==> src/rtl/arp_sequencer.sv <==
// Step arpeggiator: walks a programmable semitone-offset table over a base note, one step per step_len samples.
// Optional feature macro: ARP_PINGPONG_EN enables ping-pong ordering (mode 2'b10) and its direction register.
module arp_sequencer #(
    parameter int  STEPS = 8,
    parameter int  CNTW  = 16,
    localparam int IDXW  = $clog2(STEPS)
) (
    input  logic            sample_clock,
    input  logic            rst,
    input  logic            enable,
    input  logic [1:0]      mode,
    input  logic [6:0]      base_note,
    input  logic [IDXW:0]   length,
    input  logic [CNTW-1:0] step_len,
    input  logic [CNTW-1:0] gate_len,
    input  logic            wr_en,
    input  logic [IDXW-1:0] wr_addr,
    input  logic [6:0]      wr_data,
    output logic [6:0]      note,
    output logic            gate,
    output logic [IDXW-1:0] step_idx,
    output logic            step_strobe
);

    typedef enum logic [0:0] {ST_IDLE = 1'b0, ST_RUN = 1'b1} state_t;

    localparam logic [IDXW:0]   LEN_ZERO = {(IDXW+1){1'b0}};
    localparam logic [IDXW:0]   LEN_ONE  = (IDXW+1)'(1'b1);
    localparam logic [IDXW:0]   LEN_MAX  = (IDXW+1)'(STEPS);
    localparam logic [IDXW-1:0] IDX_ZERO = {IDXW{1'b0}};
    localparam logic [IDXW-1:0] IDX_ONE  = IDXW'(1'b1);
    localparam logic [CNTW-1:0] CNT_ZERO = {CNTW{1'b0}};
    localparam logic [CNTW-1:0] CNT_ONE  = CNTW'(1'b1);

    // base + offset in 8 bits, clipped to the top MIDI note
    function automatic logic [6:0] sat_note(input logic [6:0] base, input logic [6:0] ofs);
        logic [7:0] sum;
        sum = {1'b0, base} + {1'b0, ofs};
        if (sum[7]) begin
            return 7'd127;
        end else begin
            return sum[6:0];
        end
    endfunction

    logic [6:0]      tbl_r [STEPS];
    state_t          state_r, state_nxt_s;
    logic [IDXW-1:0] idx_r, idx_nxt_s;
    logic [6:0]      note_r, note_nxt_s;
    logic            gate_r, gate_nxt_s;
    logic            strobe_r, strobe_nxt_s;
    logic [CNTW-1:0] cnt_r, cnt_nxt_s;
    logic [CNTW:0]   cnt_inc_s;
    logic [IDXW:0]   leff_s, leff_m1_s, idx_wide_s;
    logic [CNTW-1:0] seff_m1_s;
    logic            load_s;
    logic [IDXW-1:0] load_idx_s, adv_idx_s;
`ifdef ARP_PINGPONG_EN
    logic            dir_r, dir_nxt_s, adv_dir_s;
`endif

    // Effective length / step period after clamping the degenerate settings
    always_comb begin
        if (length == LEN_ZERO) begin
            leff_s = LEN_ONE;
        end else if (length > LEN_MAX) begin
            leff_s = LEN_MAX;
        end else begin
            leff_s = length;
        end
        leff_m1_s  = leff_s - LEN_ONE;
        idx_wide_s = {1'b0, idx_r};
        if (step_len == CNT_ZERO) begin
            seff_m1_s = CNT_ZERO;
        end else begin
            seff_m1_s = step_len - CNT_ONE;
        end
        cnt_inc_s = {1'b0, cnt_r} + {{CNTW{1'b0}}, 1'b1};
    end

    // Index of the step that follows the current one; an index beyond a shrunk length restarts the pattern
    always_comb begin
        adv_idx_s = IDX_ZERO;
`ifdef ARP_PINGPONG_EN
        adv_dir_s = dir_r;
`endif
        case (mode)
            2'b01: begin
                if ((idx_r == IDX_ZERO) || (idx_wide_s >= leff_s)) begin
                    adv_idx_s = leff_m1_s[IDXW-1:0];
                end else begin
                    adv_idx_s = idx_r - IDX_ONE;
                end
            end
`ifdef ARP_PINGPONG_EN
            2'b10: begin
                if ((idx_wide_s >= leff_s) || (leff_s == LEN_ONE)) begin
                    adv_idx_s = IDX_ZERO;
                    adv_dir_s = 1'b0;
                end else if (!dir_r) begin
                    if (idx_wide_s == leff_m1_s) begin
                        adv_idx_s = idx_r - IDX_ONE;
                        adv_dir_s = 1'b1;
                    end else begin
                        adv_idx_s = idx_r + IDX_ONE;
                    end
                end else begin
                    if (idx_r == IDX_ZERO) begin
                        adv_idx_s = IDX_ONE;
                        adv_dir_s = 1'b0;
                    end else begin
                        adv_idx_s = idx_r - IDX_ONE;
                    end
                end
            end
`endif
            default: begin
                if (idx_wide_s >= leff_m1_s) begin
                    adv_idx_s = IDX_ZERO;
                end else begin
                    adv_idx_s = idx_r + IDX_ONE;
                end
            end
        endcase
    end

    // Next-state and next-output logic
    always_comb begin
        state_nxt_s  = state_r;
        idx_nxt_s    = idx_r;
        note_nxt_s   = note_r;
        gate_nxt_s   = gate_r;
        strobe_nxt_s = 1'b0;
        cnt_nxt_s    = cnt_r;
        load_s       = 1'b0;
        load_idx_s   = idx_r;
`ifdef ARP_PINGPONG_EN
        dir_nxt_s    = dir_r;
`endif
        case (state_r)
            ST_IDLE: begin
                gate_nxt_s = 1'b0;
                if (enable) begin
                    state_nxt_s = ST_RUN;
                    load_s      = 1'b1;
                    load_idx_s  = (mode == 2'b01) ? leff_m1_s[IDXW-1:0] : IDX_ZERO;
`ifdef ARP_PINGPONG_EN
                    dir_nxt_s   = 1'b0;
`endif
                end else begin
                    state_nxt_s = ST_IDLE;
                end
            end
            ST_RUN: begin
                if (!enable) begin
                    state_nxt_s = ST_IDLE;
                    gate_nxt_s  = 1'b0;
                end else if (cnt_r == seff_m1_s) begin
                    load_s     = 1'b1;
                    load_idx_s = adv_idx_s;
`ifdef ARP_PINGPONG_EN
                    dir_nxt_s  = adv_dir_s;
`endif
                end else begin
                    cnt_nxt_s  = cnt_inc_s[CNTW-1:0];
                    gate_nxt_s = (cnt_inc_s < {1'b0, gate_len});
                end
            end
            default: begin
                state_nxt_s = ST_IDLE;
            end
        endcase
        // A simultaneous write to this entry lands after this read, so the old offset is used
        if (load_s) begin
            idx_nxt_s    = load_idx_s;
            note_nxt_s   = sat_note(base_note, tbl_r[load_idx_s]);
            strobe_nxt_s = 1'b1;
            cnt_nxt_s    = CNT_ZERO;
            gate_nxt_s   = (gate_len != CNT_ZERO);
        end else begin
            idx_nxt_s = idx_nxt_s;
        end
    end

    // Offset table
    always_ff @(posedge sample_clock or posedge rst) begin
        if (rst) begin
            for (int i = 0; i < STEPS; i++) begin
                tbl_r[i] <= 7'd0;
            end
        end else if (wr_en) begin
            tbl_r[wr_addr] <= wr_data;
        end
    end

    // State, counter and output registers
    always_ff @(posedge sample_clock or posedge rst) begin
        if (rst) begin
            state_r  <= ST_IDLE;
            idx_r    <= IDX_ZERO;
            note_r   <= 7'd0;
            gate_r   <= 1'b0;
            strobe_r <= 1'b0;
            cnt_r    <= CNT_ZERO;
        end else begin
            state_r  <= state_nxt_s;
            idx_r    <= idx_nxt_s;
            note_r   <= note_nxt_s;
            gate_r   <= gate_nxt_s;
            strobe_r <= strobe_nxt_s;
            cnt_r    <= cnt_nxt_s;
        end
    end

`ifdef ARP_PINGPONG_EN
    // Ping-pong direction (0 = ascending)
    always_ff @(posedge sample_clock or posedge rst) begin
        if (rst) begin
            dir_r <= 1'b0;
        end else begin
            dir_r <= dir_nxt_s;
        end
    end
`endif

    assign note        = note_r;
    assign gate        = gate_r;
    assign step_idx    = idx_r;
    assign step_strobe = strobe_r;

endmodule

==> config.mk <==
export PLATFORM = sky130hd
export DESIGN_NAME = arp_sequencer
export DESIGN_NICKNAME = d
export VERILOG_FILES = /design/src/rtl/arp_sequencer.sv
export SDC_FILE = /design/constraint.sdc
export NUM_CORES = 1
export LEC_CHECK = 0
export ABC_AREA = 1
export BUFFER_PORTS_ARGS = -buffer_cell sky130_fd_sc_hd__clkbuf_2
export CAP_MARGIN = 20
export CORE_ASPECT_RATIO = 1.2
export CORE_MARGIN = 2
export CORE_UTILIZATION = 30
export DETAILED_ROUTE_END_ITERATION = 7
export PLACE_DENSITY = 0.47
export SLEW_MARGIN = 20
export SYNTH_ARGS = -nofsm -noshare
export SYNTH_HDL_FRONTEND = slang
export SYNTH_SLANG_ARGS = --single-unit
==> constraint.sdc <==
create_clock -name sample_clock -period 3.38 [get_ports sample_clock]
set_input_delay 0.169 -clock sample_clock [delete_from_list [all_inputs] [get_ports sample_clock]]
set_output_delay 0.169 -clock sample_clock [all_outputs]
set_load 0.03 [all_outputs]
-- Word level (Yosys, flattened, before mapping)
Cells that the tools add are included.
- bits of input ports: 59
- register bits: 85
- output and inout port bits: 12
- word-level logic and storage cells: 74
- equality and inequality tests: 4
- add/subtract/negate cells: 6
- $lt $le $gt $ge: 7
- bitwise gates (word level): 3
- multiplexer cells: 31
- reduce and logical (&&, ||, !) cells: 9
- operators with widths (operator ; number):
    $mux 16 ; 5
    $bwmux 56 ; 1
    $mux 7 ; 4
    $bmux 7 s3 ; 1
    $demux 7 s3 ; 1
    $mux 3 ; 7
    $add 16x1->17 const B ; 1
    $lt 17x16->1 ; 1
    $eq 16x16->1 ; 1
    $logic_not 16->1 ; 1
    $reduce_bool 16->1 ; 1
    $sub 16x1->16 const B ; 1
    $add 7x7->8 ; 1
    $ge 3x4->1 ; 2
    $ge 4x4->1 const B ; 2
    $mux 4 ; 2
    $not 3->4 ; 2
    $mux 1 ; 7
    $pmux 3 s2 ; 1
    $gt 4x4->1 const B ; 1
    $logic_not 4->1 ; 1
    $lt 4x1->1 const B ; 1
    $ne 4x4->1 const B ; 1
    $pmux 1 s2 ; 2
    11 further kinds ; 12

-- Logic depth before layout (Yosys ltp)
- word-level depth: 16
- gate-level depth with buffers: 34
- mapped depth without buffers: 32

-- Worst setup path after synthesis
OpenSTA, ideal clock, no wires.
- path type: register to register
- from: reg idx_r[0] (netlist: step_idx[0])
- to: reg note_r[2] (netlist: note[2])
- data required time: 3.254 ns
- arrival: 3.841 ns
- setup time: 0.126 ns
- path buffers: 2
- period minus slack after synthesis: 3.966 ns
- stages on the path, launching flop included: 24
- slack: -0.586 ns
- cells stage by stage: dfrtp_1 inv_1 ha_1 nand4_1 nand4_1 o211ai_1 o31ai_1 nand4_1 nand3_2 buf_4 buf_6 nand3_1 nand3_1 nand3_1 nand2_1 ha_1 a21oi_1 nand2_1 a21oi_1 o21ai_0 a21o_1 a21oi_1 a21boi_0 a21oi_1
- cells in the longest elaborated chain, start to end: 13
- elaborated cells on any way between the ends: 19
- classes of those cells: 3 x add/sub; 2 x order compare; 11 x mux; 1 x bitwise; 2 x reduce/logical
- RTL lines (what ; RTL line ; text):
    start: declaration ; 48 ; logic [IDXW-1:0] idx_r, idx_nxt_s;
    start signal: assignment ; 207 ; idx_r <= idx_nxt_s;
    $ge 3x4->1 or $logic_not 3->1 (tied branches) ; 89 ; if ((idx_r == IDX_ZERO) || (idx_wide_s >= leff_s)) begin
    $logic_or 1x1->1 ; 89 ;
    $mux 3 ; 89 ;
    $mux 3 ; 87 ; case (mode)
    $mux 3 ; 158 ; end else if (cnt_r == seff_m1_s) begin
    $mux 3 ; 155 ; if (!enable) begin
    $pmux 3 s2 * ; 140 ; case (state_r)
    $not 3->4 (implied by the code) * ; 176 ; note_nxt_s = sat_note(base_note, tbl_r[load_idx_s]);
    $bmux 7 s3 * ; 176 ;
    $mux 7 (implied by the code) * (2 in a row) ; 176 ;
    $add 7x7->8 * ; 38 ; sum = {1'b0, base} + {1'b0, ofs};
    $mux 7 * ; 39 ; if (sum[7]) begin
    end signal: assignment ; 208 ; note_r <= note_nxt_s;
    end: declaration ; 49 ; logic [6:0] note_r, note_nxt_s;
Every way passes the cells marked *; elsewhere a longest branch is shown, timed or not. The select of a mux whose other input is x is not followed.
A chain may end at the register's enable or synchronous reset.

-- Worst setup path in the final report
- from: reg idx_r[1] (netlist: step_idx[1])
- to: reg note_r[2] (netlist: note[2])
Same word-level chain as after synthesis.

==> metrics.txt <==
status finished, violations left; failing checks setup timing; met3 WL post-DR 370 um; sw frac 0.350; Std-Cell Rows 56; GPL Wtd Cong 0.830; CP max stage cell dfrtp_2; Residual DRC 0; worst slew pin tran 709 ps; Detailed Place HPWL 14100 um; die width 133 um; Worst EP arrival 4020 ps; Clock Tree Root clkbuf_16; Distinct cells, synth 43; # fillers 2030; Worst slew margin 0.525; Port-buffer cells 70; final net count 1140; gr ovfl total 0; Avg WL per Cell 13.9 um; Critical Path Start Type flop; Pre-Repair DR Iteration Count 5; unrepaired setup endpoints after global routing true; I/O Pins 71; sequential fraction of the synthesis area 0.355; yosys warns 0; fin worst setup slack -421 ps; placed cell areas 7580 um^2; HP Class input pin to flop; async set or reset register ratio after synthesis 1.00; Static Leak 4.27 nW; fraction of the cycle the final worst path needs 1.12; Adder-Cell Fraction of Synth Area 0.0723; simple logic cell fraction of the synthesized area 0.345; final WL 18300 um; diode count 0; complex-gate fraction of the synthesized area 0.104; nature of the critical path endpoint flop; Synth Instances 846; crit path max fanout 8; Die ar. 21100 um^2; Worst path max stage delay 440 ps; synthesized cell area 5980 um^2; post-synthesis mux area share 0.00167; min cycle time layout 3800 ps; total of max-cap violations 0; Die H 159 um; vias in the first global route 6083; worst hold endpoint tbl_r[0]; Worst-path clk slew 70 ps; Sw Pwr 0.00120 W; Routed Antenna Nets 0; Worst-Skew Late Latency 350 ps; sequential power share 0.378; design area 8260 um^2; worst r2r dst note[2]; R2R setup slack -420 ps; RR Startpoint step_idx[1]; CTS Buf Count 9; largest net degree at the start of global routing 32; Clock Sinks 85; Place WS -759 ps; initial core utilization 0.306; Iter 0 DRT Violations 331; Synth Flop Type dfrtp_1; power share of the clock group 0.281; initial antenna violation count 0; number of setup violations in the final report 7; area occupied by multi-input gates 3590 um^2; Reg area 2130 um^2; via count 6116; synth-to-layout area growth 38.0%; DRT met1 WL 8020 um; Gate power share 0.341; core area 19500 um^2; gr usage total 0.176; htree depth 3; min-delay src wr_data[0]; Clock Path Buffers 2; flops & latches, synth 85; Reg2Reg Depth 23; FMAX 263 MHz; final hold vios 0; cell-internal power 0.00223 W; Slew Limit Fails 0; post-synthesis xor/xnor area fraction 0.0293; share of layout cells above drive strength 1 0.297; DR WL met2 9610 um; WHS Path Cells 3; DR top layer met4; crit-path cells ha_4 -> buf_4 -> nand4_1 -> nand4_1 -> o211ai_1 -> o31ai_4 -> nand4_1 -> nand3_4 -> nand2_4 -> clkbuf_16 -> nand2_2 -> nand3_1 -> nand3_2 -> nand2_2 -> ha_4 -> a21oi_2 -> nand2_2 -> a21oi_2 -> o21ai_2 -> a21o_1 -> a21oi_4 -> a21boi_2 -> a21oi_1; main combinational cell family by area after synthesis simple AND/OR/NAND/NOR gates; cell family with most CP delay compound AO/OA/AOI/OAI gates; syn nets 939; syn avg cell area 7.07 um^2; CTS tree yes; CP Class flop to flop; Tot Pwr 0.00342 W; DR vias/cell 4.66; Critical Path RT 3600 ps; CP bufs+invs 2; first-pass GRT wire length 30000 um; worst vdd ir 0.243 mV; EDFF count, synth 0; skew final 9.86 ps; power per standard cell area 415 nW/um^2
[worst max-delay path by stage]
| stage | start | end | cells after the start |
|---|---|---|---|
| floorplan | length[0] | note[2] | 32 |
| global placement | step_len[0] | note[6] | 31 |
| detailed placement | step_len[0] | note[2] | 31 |
| CTS | step_idx[1] | note[2] | 25 |
| global route | step_idx[1] | note[6] | 25 |
| finish | step_idx[1] | note[2] | 23 |
[cell usage after synthesis, types with 2 or more instances]
library cell / n / area [um^2]
o211ai_1: 2 / 15.0
o31ai_1: 2 / 15.0
xnor2_1: 3 / 26.3
ha_1: 33 / 413
nand3_1: 120 / 601
buf_4: 2 / 15.0
nand4_1: 18 / 113
buf_2: 4 / 20.0
inv_1: 97 / 364
clkbuf_1: 13 / 48.8
o22ai_1: 8 / 50.1
o21bai_1: 3 / 22.5
nand3_2: 3 / 30.0
inv_2: 4 / 15.0
nand2_1: 226 / 848
xor2_1: 17 / 149
buf_6: 7 / 78.8
nor4_1: 7 / 43.8
nor3_1: 7 / 35.0
o21ai_0: 66 / 330
or2_2: 3 / 18.8
clkinv_1: 2 / 7.51
a21oi_1: 25 / 125
nand2_2: 6 / 37.5
nor2_4: 3 / 33.8
and2_1: 3 / 18.8
dfrtp_1: 85 / 2130
nor2_1: 57 / 214
nor2_2: 6 / 37.5
[cell type report]
type	instances	area share
Clock buffer	9	0.0273
Sequential cell	85	0.258
Inverter	103	0.0473
Timing Repair Buffer	216	0.186
Multi-Input combinational cell	632	0.435
Tap cell	261	0.0396
Clock inverter	7	0.00682
[tightest hold or removal path, cell delays in order]
cell and delay, ps:
clkbuf_2 70, inv_1 100, a21oi_1 150
[layer usage]
metal | GRT usage | vias up
met5 | 0 | -
met4 | 0.0499 | 0
met3 | 0.0147 | 12
met2 | 0.333 | 90
met1 | 0.210 | 2821
li1 | - | 3193
[cell usage in the layout (no fill, tap or decap), types with 3 or more instances in the layout]
cell type / Yosys / final
nor3_2: 1 / 3
xnor2_1: 3 / 3
nand4_1: 18 / 18
o22ai_1: 8 / 8
a21oi_1: 25 / 20
ha_1: 33 / 28
a21oi_2: 0 / 4
nor2_1: 57 / 53
o21ai_0: 66 / 62
dfrtp_2: 0 / 3
nand3_2: 3 / 11
inv_6: 0 / 3
buf_4: 2 / 138
inv_1: 97 / 91
nor3_1: 7 / 3
o21bai_1: 3 / 3
clkinv_2: 0 / 3
nand3_1: 120 / 110
nand2_1: 226 / 217
clkbuf_16: 0 / 11
nor2_4: 3 / 6
inv_2: 4 / 8
nor2_2: 6 / 7
o21ai_1: 1 / 3
nand2_2: 6 / 13
buf_12: 0 / 4
ha_4: 0 / 4
dfrtp_1: 85 / 82
nor4_1: 7 / 7
xor2_1: 17 / 17
clkbuf_2: 0 / 70
[state kept, by name, indices dropped and copies added (netlist names)]
signal / cells
state_r: 1
tbl_r: 56
note: 7
cnt_r: 16
step_idx: 3
step_strobe: 1
gate: 1
[power by group through the flow]
stage	sequential, W	combinational (W)	clock (W)
floorplan	0.00134	0.000600	0
global placement	0.00131	0.00106	0
detailed placement	0.00131	0.00107	0
CTS	0.00129	0.00109	0.000994
global route	0.00131	0.00132	0.00103
finish	0.00129	0.00117	0.000961
[kinds of logic after synthesis]
logic type	after synthesis
compound gates	114
xor+xnor	20
fa+ha+maj	34
buf+inv	129
flops	85
mux	1
simple gates	463
[repair_timing]
action / in CTS / in global routing
hold buffers: 1 / 0
resized for setup: 9 / 47
cloned: 0 / 2
pin swaps: 4 / 36
endpoints found under the setup margin: 8 / 8
endpoints found under the hold margin: 25 / 0
setup buffers: 4 / 11
[stage by stage]
step | TNS, ps | instances | hold WS [ps] | utilization
4_1_cts | -1880 | 1301 | 181 | 0.406
3_5_place_dp | -5000 | 1280 | 207 | 0.388
5_1_grt | -4310 | 1313 | 222 | 0.422
6_report | -2560 | 1313 | 185 | 0.422
2_1_floorplan | -1070 | 846 | 200 | -
3_3_place_gp | -4500 | 1280 | 211 | 0.388
(Power assumes the default switching activity.)
